### src/rtl/seq_det_pkg.sv
// seq_det_pkg: shared reset constants and saturating-increment helper for the pattern detector
package seq_det_pkg;
  localparam logic [3:0] RST_PATTERN = 4'b1011;
  localparam logic OVL_ON = 1'b1;
  localparam logic OVL_OFF = 1'b0;
  function automatic logic [31:0] sat_inc(input logic [31:0] v, input logic [31:0] max);
    return (v >= max) ? v : v + 32'd1;
  endfunction
endpackage

### src/rtl/sat_counter.sv
// sat_counter: saturating up-counter; a clear coincident with an increment yields 1
module sat_counter
  import seq_det_pkg::*;
#(
  parameter int W = 8
) (
  input  logic         clk,
  input  logic         rst,
  input  logic         clr,
  input  logic         inc,
  output logic [W-1:0] count
);
  localparam logic [W-1:0] MAX = {W{1'b1}};
  always_ff @(posedge clk)
    if (rst) count <= '0;
    else if (inc) count <= clr ? W'(1) : W'(sat_inc(32'(count), 32'(MAX)));
    else if (clr) count <= '0;
endmodule

### src/rtl/seq_detector_param.sv
// seq_detector_param: configurable serial pattern detector with overlap modes and saturating match count
module seq_detector_param #(
  parameter int PAT_W = 4,
  parameter int CNT_W = 8,
  parameter logic [PAT_W-1:0] RST_PATTERN = PAT_W'(seq_det_pkg::RST_PATTERN),
  parameter logic RST_OVERLAP = seq_det_pkg::OVL_ON
) (
  input  logic             clk,
  input  logic             rst,
  input  logic             in_valid,
  input  logic             inp,
  input  logic             cfg_load,
  input  logic [PAT_W-1:0] cfg_pattern,
  input  logic             cfg_overlap,
  input  logic             cnt_clr,
  output logic             out,
  output logic [CNT_W-1:0] match_count,
  output logic             armed
);
  import seq_det_pkg::*;
  localparam int FW = $clog2(PAT_W + 1);
  localparam logic [FW-1:0] FULL = FW'(PAT_W);
  localparam logic [FW-1:0] NEAR = FW'(PAT_W - 1);
  logic [PAT_W-1:0] hist, hist_n, nxt, pat_reg;
  logic [FW-1:0] fill, fill_n;
  logic ovl_reg, acc, match, flush;
  always_comb begin
    acc = in_valid && !cfg_load;
    nxt = {hist[PAT_W-2:0], inp};
    match = acc && fill >= NEAR && nxt == pat_reg;
    flush = cfg_load || (match && !ovl_reg);
    hist_n = flush ? '0 : acc ? nxt : hist;
    fill_n = flush ? '0 : !acc ? fill : (fill == FULL) ? fill : fill + FW'(1);
  end
  always_ff @(posedge clk)
    if (rst) begin
      hist <= '0;
      fill <= '0;
      out <= 1'b0;
      armed <= 1'b0;
      pat_reg <= RST_PATTERN;
      ovl_reg <= RST_OVERLAP;
    end else begin
      hist <= hist_n;
      fill <= fill_n;
      out <= match;
      armed <= fill_n == FULL;
      if (cfg_load) begin
        pat_reg <= cfg_pattern;
        ovl_reg <= cfg_overlap;
      end
    end
  sat_counter #(.W(CNT_W)) u_cnt (
    .clk(clk),
    .rst(rst),
    .clr(cnt_clr),
    .inc(match),
    .count(match_count)
  );
endmodule

### config.mk
export PLATFORM = sky130hd
export DESIGN_NAME = seq_detector_param
export DESIGN_NICKNAME = d
export VERILOG_FILES = /design/src/rtl/seq_det_pkg.sv /design/src/rtl/sat_counter.sv /design/src/rtl/seq_detector_param.sv
export SDC_FILE = /design/constraint.sdc
export NUM_CORES = 1
export LEC_CHECK = 0
export ABC_AREA = 1
export CAP_MARGIN = 10
export CORE_MARGIN = 4
export CORE_UTILIZATION = 30
export CTS_BUF_LIST = sky130_fd_sc_hd__clkbuf_16
export DETAILED_ROUTE_END_ITERATION = 8
export GPL_ROUTABILITY_DRIVEN = 0
export GPL_TIMING_DRIVEN = 1
export PLACE_DENSITY = 0.49
export SLEW_MARGIN = 25
export SYNTH_ARGS = -nofsm -noshare
export SYNTH_HDL_FRONTEND = slang
export SYNTH_SLANG_ARGS = --single-unit
### constraint.sdc
create_clock -name clk -period 2.4 [get_ports clk]
set_input_delay 0.24 -clock clk [delete_from_list [all_inputs] [get_ports clk]]
set_output_delay 0.24 -clock clk [all_outputs]
set_load 0.02 [all_outputs]
## After elaboration in Yosys (flattened, before gate mapping)

Cells that the tools add are included.

| storage, ports and cells | value |
|---|---|
| logic and storage cells | 32 |
| bits of input ports | 11 |
| register bits | 21 |

| operators by class | value |
|---|---|
| reductions and logical operators | 10 |
| mux-type cells | 7 |
| $add $sub $neg | 2 |
| eq/ne operators | 4 |
| $lt $le $gt $ge | 2 |

Operators by type and width:

| operator | count |
|---|---|
| $mux 8 | 4 |
| $mux 3 | 3 |
| $add 8x1->8 const B | 1 |
| $ge 8x8->1 const B | 1 |
| $eq 3x3->1 const B | 2 |
| $eq 4x4->1 | 1 |
| $logic_and 1x1->1 | 4 |
| $add 3x1->3 const B | 1 |
| $ge 3x2->1 const B | 1 |
| $logic_not 1->1 | 2 |
| $ne 2x2->1 const B | 1 |
| $reduce_and 2->1 | 1 |
| $reduce_bool 2->1 | 1 |
| $reduce_or 2->1 | 1 |
| $logic_or 1x1->1 | 1 |

## Logic depth before layout (Yosys ltp)

| depth | value |
|---|---|
| depth in word-level cells | 8 |
| mapped depth | 9 |
| depth with buffers taken out | 9 |

## Cells and area by module

A second synthesis with hierarchy kept.

| second synthesis, totals | value |
|---|---|
| cell total of the unflattened synthesis | 177 |
| area, all modules | 1,227.4 sq um |

By module, submodules not included:

| module | cells an instance | seq. area each (sq um) | times used | area each (sq um) |
|---|---|---|---|---|
| seq_detector_param | 90 | 260.2 | 1 | 663.1 |
| sat_counter | 87 | 160.2 | 1 | 564.3 |

## Worst setup path before layout

OpenSTA, ideal clock, no wires.

| path | value |
|---|---|
| path kind | register -> register |
| start point | reg u_cnt.count[0] |
| end point | reg u_cnt.count[7] |
| arrival | 1,319 ps |
| slack | 951 ps |
| library setup time | 131 ps |
| period minus slack after synthesis | 1,449 ps |
| data required time | 2,269 ps |
| cell stages (with the launch flop) | 9 |
| cell sequence | dfxtp_1 > ha_1 > nand2_1 > nor2_2 > nand2_1 > nand4_4 > nand2_2 > nand2_1 > a21oi_2 |

| between the ends | value |
|---|---|
| longest elaborated chain between the ends | 4 |

RTL lines:

| what | RTL line | source |
|---|---|---|
| from (decl) | sat_counter.sv:11 | `output logic [W-1:0] count` |
| from (signal assigned) | sat_counter.sv:16 | `else if (inc) count <= clr ? W'(1) : W'(sat_inc(32'(count), 32'(MAX)));` |
| $add 8x1->8 | seq_det_pkg.sv:7 | `return (v >= max) ? v : v + 32'd1;` |
| $mux 8 | seq_det_pkg.sv:7 |  |
| $mux 8 (2 in series) | sat_counter.sv:16 |  |

Parallel ways exist; a longest one is shown, timed or not. The select of a mux whose other input is x is not followed.
A chain may end at the register's enable or synchronous reset.

## Worst setup path in the final report

| path | value |
|---|---|
| start point | in cfg_load |
| end point | reg u_cnt.count[5] |

| between the ends | value |
|---|---|
| longest elaborated chain between the ends | 6 |

RTL lines:

| what | RTL line | source |
|---|---|---|
| from (decl) | seq_detector_param.sv:12 | `input logic cfg_load,` |
| $logic_not 1->1 (*) | seq_detector_param.sv:28 | `acc = in_valid && !cfg_load;` |
| $logic_and 1x1->1 (*) | seq_detector_param.sv:28 |  |
| $logic_and 1x1->1 (*) (2 in series) | seq_detector_param.sv:30 | `match = acc && fill >= NEAR && nxt == pat_reg;` |
| $reduce_bool 2->1 (no source line) | - |  |
| $reduce_and 2->1 (no source line) | - |  |

Every way passes the cells marked *; elsewhere a longest branch is shown, timed or not.

==> impl_metrics.py <==
metrics = {
    "run_status": {
        "status": "finished, final reports clean",
    },
    "worst_hold_path": {
        "min_path_cells": 2,
        "hold_path_end": "pat_reg[2]",
        "hold_path_class": "reg2reg",
        "hold_start": "pat_reg[2]",
    },
    "logic_synthesis": {
        "synth_cell_types": 25,
        "yosys.cell_count.top_type": "nand2_1",
        "synth.area.top_cells": "dfxtp_1 (35%), nand2_1 (15%), inv_1 (7.6%)",
        "synth_fp_nets": 181,
        "synth-simple-area-share_pct": 35.59,
        "synth-edff-count": 0,
        "yosysTopAreaCellShare_pct": 35.48,
        "synth_compound_area_share_pct": 12.04,
        "synth_top_area_cell": "dfxtp_1",
        "synth.area.mux_share_pct": 0,
        "synth_top_family_by_area": "simple AND/OR/NAND/NOR gates",
        "synthTopCellsByCount": "nand2_1 (46), inv_1 (24), dfxtp_1 (21), nor2_1 (16), a21oi_1 (13)",
        "yosysSeqAreaShare_pct": 35.48,
        "synthArstFlopShare_pct": 0,
        "avgSynthCellArea_sq_um": 7.138,
        "syn_area_sq_um": 1185,
        "synth_cells": 166,
        "synth_fa_ha_area_share_pct": 4.224,
        "synth-xor-area-share_pct": 2.218,
        "yosys_warnings": 0,
        "ys_ff_latch": 21,
        "ys.flop_type": "dfxtp_1",
    },
    "grt": {
        "grt-busiest-layer": "met2",
        "grt.met1_usage_pct": 11.95,
        "grt_pass1_vias": 1014,
        "gr-usage-all-layers_pct": 10.83,
        "grtUsageMet3_pct": 3.267,
        "grt_pass1_wl_um": 4326,
        "grt_util_met2_pct": 19.88,
        "grt_overflow": 0,
        "grt_max_degree": 13,
        "antenna_found_initial": 0,
    },
    "sta": {
        "rsz0062_at_grt": "no",
        "slew_viol_final": 0,
        "worst_pin_slew_ns": 0.5145,
        "fin_setup_tns_ns": 0,
        "fmax_ghz": 0.6018,
        "fin_ws_ns": 0.7384,
        "max-slew-margin-rel_pct": 65.60,
        "hold_viol_final": 0,
        "min_period_over_period_pct": 69.24,
        "min_period_ns": 1.662,
        "setup-violations-final": 0,
        "fin_skew_ns": 0.0007979,
    },
    "final_layout": {
        "seqCellArea_sq_um": 420.4,
        "multi_input_area_sq_um": 640.6,
        "area_growth_pct": 27.35,
        "drive_gt1_share_pct": 10.11,
        "largest_reg_flops": 8,
        "fillers": 421,
        "antenna_cells": 0,
        "fin_util_pct": 40.31,
        "finalNetCount": 204,
    },
    "critical_path": {
        "worstPathArrival_ns": 1.81,
        "r2r-end": "u_cnt.count[5]",
        "critical_path_class": "in2reg",
        "cp_max_fo": 9,
        "r2r_slack_ns": 0.82,
        "r2r_start": "fill[0]",
        "r2r_cells": 9,
        "cp-start-kind": "input pin",
        "cp-end-kind": "flop",
        "cp.required_ns": 2.55,
    },
    "die": {
        "num_rows": 22,
        "die_height_um": 70.85,
        "design.die.area_sq_um": 5019,
        "start_util_pct": 31.65,
        "die_w_um": 70.85,
        "ios": 21,
        "coreArea_sq_um": 3744,
    },
    "route": {
        "drc": 0,
        "first_pass_iters": 3,
        "wirelength_um": 2484,
        "wl_per_cell_um": 10.53,
        "postRouteAntennaNets": 0,
        "drtIter0Drc": 63,
        "avgViaCountPerCell": 4.496,
        "vias": 1061,
    },
    "cts": {
        "clk_latency_ns": 0.25,
        "cts_resized": 0,
        "clockBufferDepth": 2,
        "cts.sinks": 21,
        "cts-root-buf": "clkbuf_16",
        "htree_levels": 1,
        "cts_tree": "done",
        "clk_pin_slew_ns": 0.06,
        "numCtsBuffers": 3,
        "cts_setup_buffers": 0,
        "ctsHoldBuffers": 0,
    },
    "placed_design": {
        "numPortBuffers": 20,
        "pre_cts_ws_ns": 0.4658,
        "dp_hpwl_um": 2018,
    },
    "pwr": {
        "powerDensity_nw_per_um2": 521.1,
        "vdd_ir_drop_max_mv": 0.4996,
        "leakage_nw": 0.6190,
    },
    "flow_run": {
        "max-cap-violations": 0,
    },
}
-- cell usage in the layout, fill, tap and decap left out --
cell type and count:
nand2_1 46, inv_1 25, dfxtp_1 21, clkdlybuf4s50_1 20
nor2_1 16, a21oi_1 13, nand3_1 10, o21ai_0 7
ha_1 4, nand2_2 3, a21oi_2 3, xor2_1 3
clkbuf_16 3, nor2_4 2, nand4_1 2, nor2_2 1
inv_8 1, nand2_8 1, a21oi_4 1, nand4_4 1
clkinv_1 1, inv_2 1, nor2_8 1, nor3b_1 1
nand3_2 1
-- worst max-delay path, stage by stage --
cell	delay [ns]
clkdlybuf4s50_1	0.62
inv_8	0.17
nand2_8	0.08
a21oi_4	0.17
nand3_1	0.18
nor2_1	0.17
nand2_1	0.07
nand2_1	0.08
a21oi_2	0.03
-- power breakdown --
part	total, mW	leakage [nW]	switching (mW)	internal, mW
Combinational	0.0773	0.406	0.0454	0.0319
Clock	0.347	0.0423	0.125	0.222
Sequential	0.362	0.171	0.00447	0.357
Total	0.786	0.619	0.175	0.611
-- worst max-delay path by stage --
| stage | end | depth (start not counted) | slack (ns) | startpoint |
|---|---|---|---|---|
| 2_1_floorplan | u_cnt.count[7] | 8 | 0.95 | u_cnt.count[0] |
| 3_3_place_gp | u_cnt.count[5] | 9 | 0.50 | cfg_load |
| 3_5_place_dp | u_cnt.count[5] | 9 | 0.47 | cfg_load |
| 4_1_cts | u_cnt.count[5] | 9 | 0.73 | cfg_load |
| 5_1_grt | u_cnt.count[3] | 9 | 0.61 | cfg_load |
| 6_report | u_cnt.count[5] | 9 | 0.74 | cfg_load |
-- cell type report --
cell class	count	area share (%)
multi-input cells	116	42.45
repair buffers	20	13.27
well taps	48	3.980
clock inverters	1	0.2488
flip-flops and latches	21	27.86
inverters	27	7.214
clock buffers	3	4.975
-- layer usage --
layer	wire (um)	share of wire, %	up-vias
met5	0	0	-
met4	29	1.2	0
met3	119	4.8	2
met2	1285	52	18
met1	1050	42	480
li1	-	-	561
-- stage by stage --
step | cell area [sq um] | power (mW) | instances | hold WS [ns]
floorplan | 1185 | 0.4192 | 166 | 0.3625
CTS | 1509 | 0.8032 | 236 | 0.4780
global placement | 1430 | 0.4464 | 232 | 0.4637
detailed placement | 1430 | 0.4480 | 232 | 0.4687
global route | 1509 | 0.8195 | 236 | 0.4929
finish | 1509 | 0.7862 | 236 | 0.4747
-- cells by family after synthesis --
kind of cell,after synthesis
simple gates,85
xor+xnor,3
compound gates,24
flops,21
fa+ha+maj,4
buf+inv,29
Power figures use the tool's default switching activity.
